===== config.mk =====
export PLATFORM = sky130hd
export DESIGN_NAME = regfile_scoreboard
export DESIGN_NICKNAME = d
export VERILOG_FILES = /design/src/rtl/regfile_scoreboard.sv
export SDC_FILE = /design/constraint.sdc
export NUM_CORES = 2
export LEC_CHECK = 0
export ABC_CLOCK_PERIOD_IN_PS = 9500
export CAP_MARGIN = 20
export CORE_MARGIN = 5
export CORE_UTILIZATION = 55
export CTS_BUF_LIST = sky130_fd_sc_hd__clkbuf_8 sky130_fd_sc_hd__clkbuf_16
export DETAILED_ROUTE_END_ITERATION = 6
export PLACE_DENSITY = 0.71
export SLEW_MARGIN = 20
export SYNTH_ARGS = -nofsm -noshare
export SYNTH_HDL_FRONTEND = slang
export SYNTH_SLANG_ARGS = --single-unit

===== constraint.sdc =====
create_clock -name clock -period 9.5 [get_ports clock]
set_input_delay 2.375 -clock clock [delete_from_list [all_inputs] [get_ports clock]]
set_output_delay 2.375 -clock clock [all_outputs]
set_load 0.01 [all_outputs]

===== src/rtl/regfile_scoreboard.sv =====
// Register file with E/M write ports, write-through read bypass and a per-register pending-write scoreboard.
// Latency: reads and bypass are combinational; writes and scoreboard updates land on the next rising edge.
// Backpressure: issue_ready drops when the destination's pending count would pass PMAX; a refused issue is dropped, so decode stalls.
//
// Ports:
//   clock, reset            : rising-edge clock, asynchronous active-low reset
//   srcA/srcB -> valA/valB  : combinational reads (zero reg, then M, then E bypass, then storage)
//   wenE/dstE/valE          : E write port
//   wenM/dstM/valM          : M write port (wins over E on the same destination)
//   issue_valid/issue_dst   : records one pending write; issue_ready says whether it is taken
//   srcA_busy/srcB_busy     : source still has a pending write that does not retire this cycle
//   err                     : sticky pending-count underflow
module regfile_scoreboard #(
  parameter int WIDTH    = 32,
  parameter int ADDR_W   = 5,
  parameter int ZERO_REG = 1,
  parameter int PEND_W   = 2
) (
  input  logic              clock,
  input  logic              reset,
  input  logic [ADDR_W-1:0] srcA,
  input  logic [ADDR_W-1:0] srcB,
  output logic [WIDTH-1:0]  valA,
  output logic [WIDTH-1:0]  valB,
  input  logic              wenE,
  input  logic [ADDR_W-1:0] dstE,
  input  logic [WIDTH-1:0]  valE,
  input  logic              wenM,
  input  logic [ADDR_W-1:0] dstM,
  input  logic [WIDTH-1:0]  valM,
  input  logic              issue_valid,
  input  logic [ADDR_W-1:0] issue_dst,
  output logic              issue_ready,
  output logic              srcA_busy,
  output logic              srcB_busy,
  output logic              err
);

  localparam int NREGS = 2**ADDR_W;
  localparam int PMAX  = 2**PEND_W - 1;
  // Two guard bits: cnt + inc can reach PMAX+1 and dec can reach 2.
  localparam int CW    = PEND_W + 2;

  logic [WIDTH-1:0]  regs_q [NREGS];
  logic [WIDTH-1:0]  regs_d [NREGS];
  logic [PEND_W-1:0] cnt_q  [NREGS];
  logic [PEND_W-1:0] cnt_d  [NREGS];
  logic              err_q, err_d;

  // Number of writes retiring to each register this cycle (0..2).
  logic [1:0] dec [NREGS];

  logic zero_a, zero_b, zero_iss;
  logic we_e, we_m;
  logic issue_acc;
  logic [CW-1:0] iss_cnt, iss_dec, iss_left;

  assign zero_a   = (ZERO_REG != 0) && (srcA == '0);
  assign zero_b   = (ZERO_REG != 0) && (srcB == '0);
  assign zero_iss = (ZERO_REG != 0) && (issue_dst == '0);
  assign we_e     = wenE && !((ZERO_REG != 0) && (dstE == '0));
  assign we_m     = wenM && !((ZERO_REG != 0) && (dstM == '0));

  always_comb begin
    for (int r = 0; r < NREGS; r++) begin
      dec[r] = {1'b0, wenE && (dstE == ADDR_W'(r))} + {1'b0, wenM && (dstM == ADDR_W'(r))};
    end
  end

  // Read ports: M bypass is checked before E so a read sees what will be stored.
  assign valA = zero_a ? '0 :
                (wenM && dstM == srcA) ? valM :
                (wenE && dstE == srcA) ? valE : regs_q[srcA];
  assign valB = zero_b ? '0 :
                (wenM && dstM == srcB) ? valM :
                (wenE && dstE == srcB) ? valE : regs_q[srcB];

  // Issue headroom is judged after this cycle's retirements, so a full
  // register that is retiring can accept a new issue in the same cycle.
  assign iss_cnt     = CW'(cnt_q[issue_dst]);
  assign iss_dec     = CW'(dec[issue_dst]);
  assign iss_left    = (iss_cnt > iss_dec) ? (iss_cnt - iss_dec) : '0;
  assign issue_ready = zero_iss || (iss_left < CW'(PMAX));
  assign issue_acc   = issue_valid && issue_ready && !zero_iss;

  // A source whose last pending write retires now is not busy: bypass covers it.
  assign srcA_busy = CW'(cnt_q[srcA]) > CW'(dec[srcA]);
  assign srcB_busy = CW'(cnt_q[srcB]) > CW'(dec[srcB]);
  assign err       = err_q;

  always_comb begin
    regs_d = regs_q;
    if (we_e) regs_d[dstE] = valE;
    if (we_m) regs_d[dstM] = valM;
  end

  always_comb begin
    logic [CW-1:0] sum;
    sum   = '0;
    err_d = err_q;
    for (int r = 0; r < NREGS; r++) begin
      cnt_d[r] = cnt_q[r];
      if (!((ZERO_REG != 0) && (r == 0))) begin
        sum = CW'(cnt_q[r]) + CW'(issue_acc && (issue_dst == ADDR_W'(r)));
        if (sum < CW'(dec[r])) begin
          // Retirement without a matching issue: clamp and flag.
          cnt_d[r] = '0;
          err_d    = 1'b1;
        end else begin
          cnt_d[r] = PEND_W'(sum - CW'(dec[r]));
        end
      end
    end
  end

  always_ff @(posedge clock or negedge reset) begin
    if (!reset) begin
      for (int r = 0; r < NREGS; r++) begin
        regs_q[r] <= '0;
        cnt_q[r]  <= '0;
      end
      err_q <= 1'b0;
    end else begin
      regs_q <= regs_d;
      cnt_q  <= cnt_d;
      err_q  <= err_d;
    end
  end

endmodule


==> run metrics <==
Total Wirelength between 200000 and 300000 um; main flop type after synthesis dfrtp_1; Die Wd 374 um; Max FO, Critical Path 5; global-route wire length before repair 417000 um; hpwl dp roughly 160000 um; VDD IR max between 150 and 200 uV; Util after Layout 0.609; synth unique cells 55; FF+latch count, synth roughly 1100; Via density ~7.3; root buffer cell clkbuf_16; min Tclk post-route 9.41 ns; Setup crit start kind input port; area delta synth->final 10.0%; RD Place Congestion ~0.9; CP Cell Sequence clkdlybuf4s50_1, or3b_2, nor2_1, nand2_2, inv_1, ha_1, mux4_2, mux4_2, mux2_2, ha_1, inv_1, fa_1, nand3b_1, o21bai_1, clkdlybuf4s50_1; CTS Hold Bufs 0; Post-DRT Antenna Nets 0; Worst R2R Setup Slack between 3 and 4 ns; largest net degree at the start of global routing 177; Hold Fails Final Rpt 0; Hold Crit Class reg2reg; YS warnings 0; Slowest cell on crit path clkdlybuf4s50_1; core area 0.131 mm2; Slowest Stage Delay on Critical Path about 0.61 ns; final net count ~6900; maximum clock rate 0.106 GHz; sequential cell area fraction in the yosys report 0.374; unrepaired setup endpoints after global routing no; failing checks design-rule violations; Worst Skew 0.0636 ns; finished layout cell area between 0.08 and 0.09 mm2; post-DR wirelength/cell 34.3 um; CP required between 7 and 8 ns; CP Class in2out; max-cap violations 0; layout cells sized above 1 0.176; initial antenna violation count 16; Syn Area/Cell ~11 um2; Arr. time, crit path between 7 and 8 ns; CTS tree built; number of synthesized flops with an enable pin 0; Worst Reg2Reg Path Length in Cells 19; relative slew slack 0.172; Clock Tree Buf Depth 3; Clk Latency, worst-skew pair 0.78 ns; clock-pin slew reported for the worst setup and hold paths after clock tree synthesis ~0.06 ns; global route overflow 0; total die area about 0.14 mm2; CTS sink cnt 1087; setup TNS 0 ns; Initial Util 0.554; port bufs between 150 and 200; Final Cycle Share 0.990; Leakage around 35 nW; Ports about 160; vias in the first global route 60400; outcome finished with violations; Slew Limit Fails 0; Hold Crit Depth 0; Slew @ Worst Pin approximately 1.2 ns; async set-reset flop share out of synthesis 1.00; Gate Count Post-Synth between 6000 and 7000; first-pass iteration count of the detailed router 7; drt drc 15; Synth Net Count slightly above 7000; gr usage total 0.404; Num CTS Buffers around 120; die height between 300 and 400 um; number of core rows about 130; vias slightly above 60000; Worst setup EP type output pin; Mapped Area roughly 0.073 mm2; H-tree depth 3; Area after DPL 0.0759 mm2; DR iter-0 viols between 10000 and 15000; Setup-failing EPs final 0; post-CTS setup buffer count 0; Power Density 196 mW/mm2
==> synthesized netlist by cell type, drive strengths merged (6+ instances only) <==
library cell | count | area share
ha | 130 | 0.022
nand4 | 6 | 0.00052
a2bb2oi | 6 | 0.00072
inv | 127 | 0.0066
nor4 | 70 | 0.0060
xnor2 | 43 | 0.0052
clkbuf | 585 | 0.030
o221ai | 124 | 0.015
a221o | 69 | 0.0095
xor2 | 8 | 0.00096
mux2i | 1103 | 0.15
nand2 | 870 | 0.045
or3 | 27 | 0.0023
o21ai | 825 | 0.057
nor3 | 6 | 0.00041
nor2 | 339 | 0.018
a22oi | 97 | 0.010
and2 | 15 | 0.0013
a211oi | 62 | 0.0064
fa | 32 | 0.0088
nand2b | 8 | 0.00069
and3 | 9 | 0.00077
nand3 | 13 | 0.00089
a32oi | 8 | 0.00096
nand3b | 6 | 0.00062
buf | 293 | 0.021
a221oi | 103 | 0.014
nor2b | 17 | 0.0015
dfrtp | 1087 | 0.37
a21oi | 166 | 0.011
o31a | 6 | 0.00072
mux4 | 498 | 0.15
mux2 | 69 | 0.011
a22o | 76 | 0.0091
==> sequential cells by signal, summed over array words and instances (netlist names) <==
register	flops
cnt_q	62
err	1
regs_q	1024
==> worst paths after layout <==
check                               to   startpoint
max                        issue_ready      dstE[2]
max reg2reg                        err     cnt_q[2]
min reg2reg                regs_q[997]  regs_q[997]
min                        regs_q[997]  regs_q[997]
min in group asynchronous     cnt_q[0]        reset
max in group asynchronous  regs_q[966]        reset
==> cells by family (layout without fill, tap and decap cells) <==
| family | Yosys count | after routing | synth area share |
|---|---|---|---|
| muxes | 1670 | 1670 | 0.316 |
| AOI/OAI and AO/OA | 1551 | 1551 | 0.136 |
| and+or+nand+nor | 1400 | 1400 | 0.0792 |
| DFF | 1087 | 1087 | 0.374 |
| buffers and inverters | 1007 | 803 | 0.0576 |
| adders and majority gates | 162 | 162 | 0.0312 |
| xor gates and xnor gates | 51 | 51 | 0.00614 |
| other | 0 | 15 | 0 |
==> worst max-delay path, delay by kind of cell <==
| kind | cells | cell delay, ns |
|---|---|---|
| AND/OR/NAND/NOR | 4 | 1.02 |
| buffers and inverters | 4 | 1.34 |
| multiplexers | 3 | 1.26 |
| adder cells (fa/ha/maj) | 3 | 0.84 |
| AO/OA/AOI/OAI | 1 | 0.20 |
==> per-layer routing <==
metal | share of wire | vias up | GRT usage
li1 | - | 24900 | -
met1 | 0.35 | 30400 | 0.522
met2 | 0.41 | 5387 | 0.560
met3 | 0.15 | 1433 | 0.161
met4 | 0.084 | 16 | 0.269
met5 | 0.0013 | - | 0.00720
==> power by group <==
group          switching (W)  internal (W)  total (W)
sequential          0.000960       0.00579    0.00675
clock                0.00212       0.00280    0.00491
combinational        0.00198       0.00209    0.00407
==> final cells by class <==
| cell class | instances | area (um2) |
|---|---|---|
| diodes | 15 | 37.5 |
| clock buffers | 146 | 3360 |
| clock inverters | 71 | 714 |
| fillers | 10500 | 51400 |
| inverters | 129 | 484 |
| multi-input cells | 4834 | 41800 |
| flip-flops and latches | 1087 | 27200 |
| well taps | 1755 | 2200 |
| repair buffers | 457 | 4250 |
==> stage by stage <==
stage	power, W	hold slack (ns)	instances	setup WS [ns]
after floorplan	0.00934	0.441	6928	0.775
after global placement	0.0105	0.377	8260	-0.220
after detailed placement	0.0107	0.383	8260	-0.247
after CTS	0.0156	0.397	8477	0.0301
after global routing	0.0163	0.405	8480	0.0106
final	0.0157	0.394	8494	0.0944
==> placed cells by master (no fill, tap or decap), drive strengths merged, types with 9 or more instances in the layout <==
| cell type | instances |
|---|---|
| nand2 | 870 |
| a22oi | 97 |
| xnor2 | 43 |
| a21oi | 166 |
| fa | 32 |
| nor4 | 70 |
| o21ai | 825 |
| clkbuf | 146 |
| nor2 | 339 |
| mux2i | 1103 |
| a211oi | 62 |
| and2 | 15 |
| mux4 | 498 |
| or3 | 27 |
| mux2 | 69 |
| o221ai | 124 |
| a22o | 76 |
| nand3 | 13 |
| nor2b | 17 |
| bufinv | 11 |
| inv | 154 |
| and3 | 9 |
| a221oi | 103 |
| buf | 310 |
| ha | 130 |
| clkdlybuf4s50 | 143 |
| clkinv | 32 |
| diode | 15 |
| dfrtp | 1087 |
| a221o | 69 |
==> repair_timing <==
action | 4_1_cts | 5_1_grt
endpoints found under the setup margin | 1 | 1
cloned | 0 | 0
gates resized for setup | 1 | 5
(Power assumes the default switching activity.)
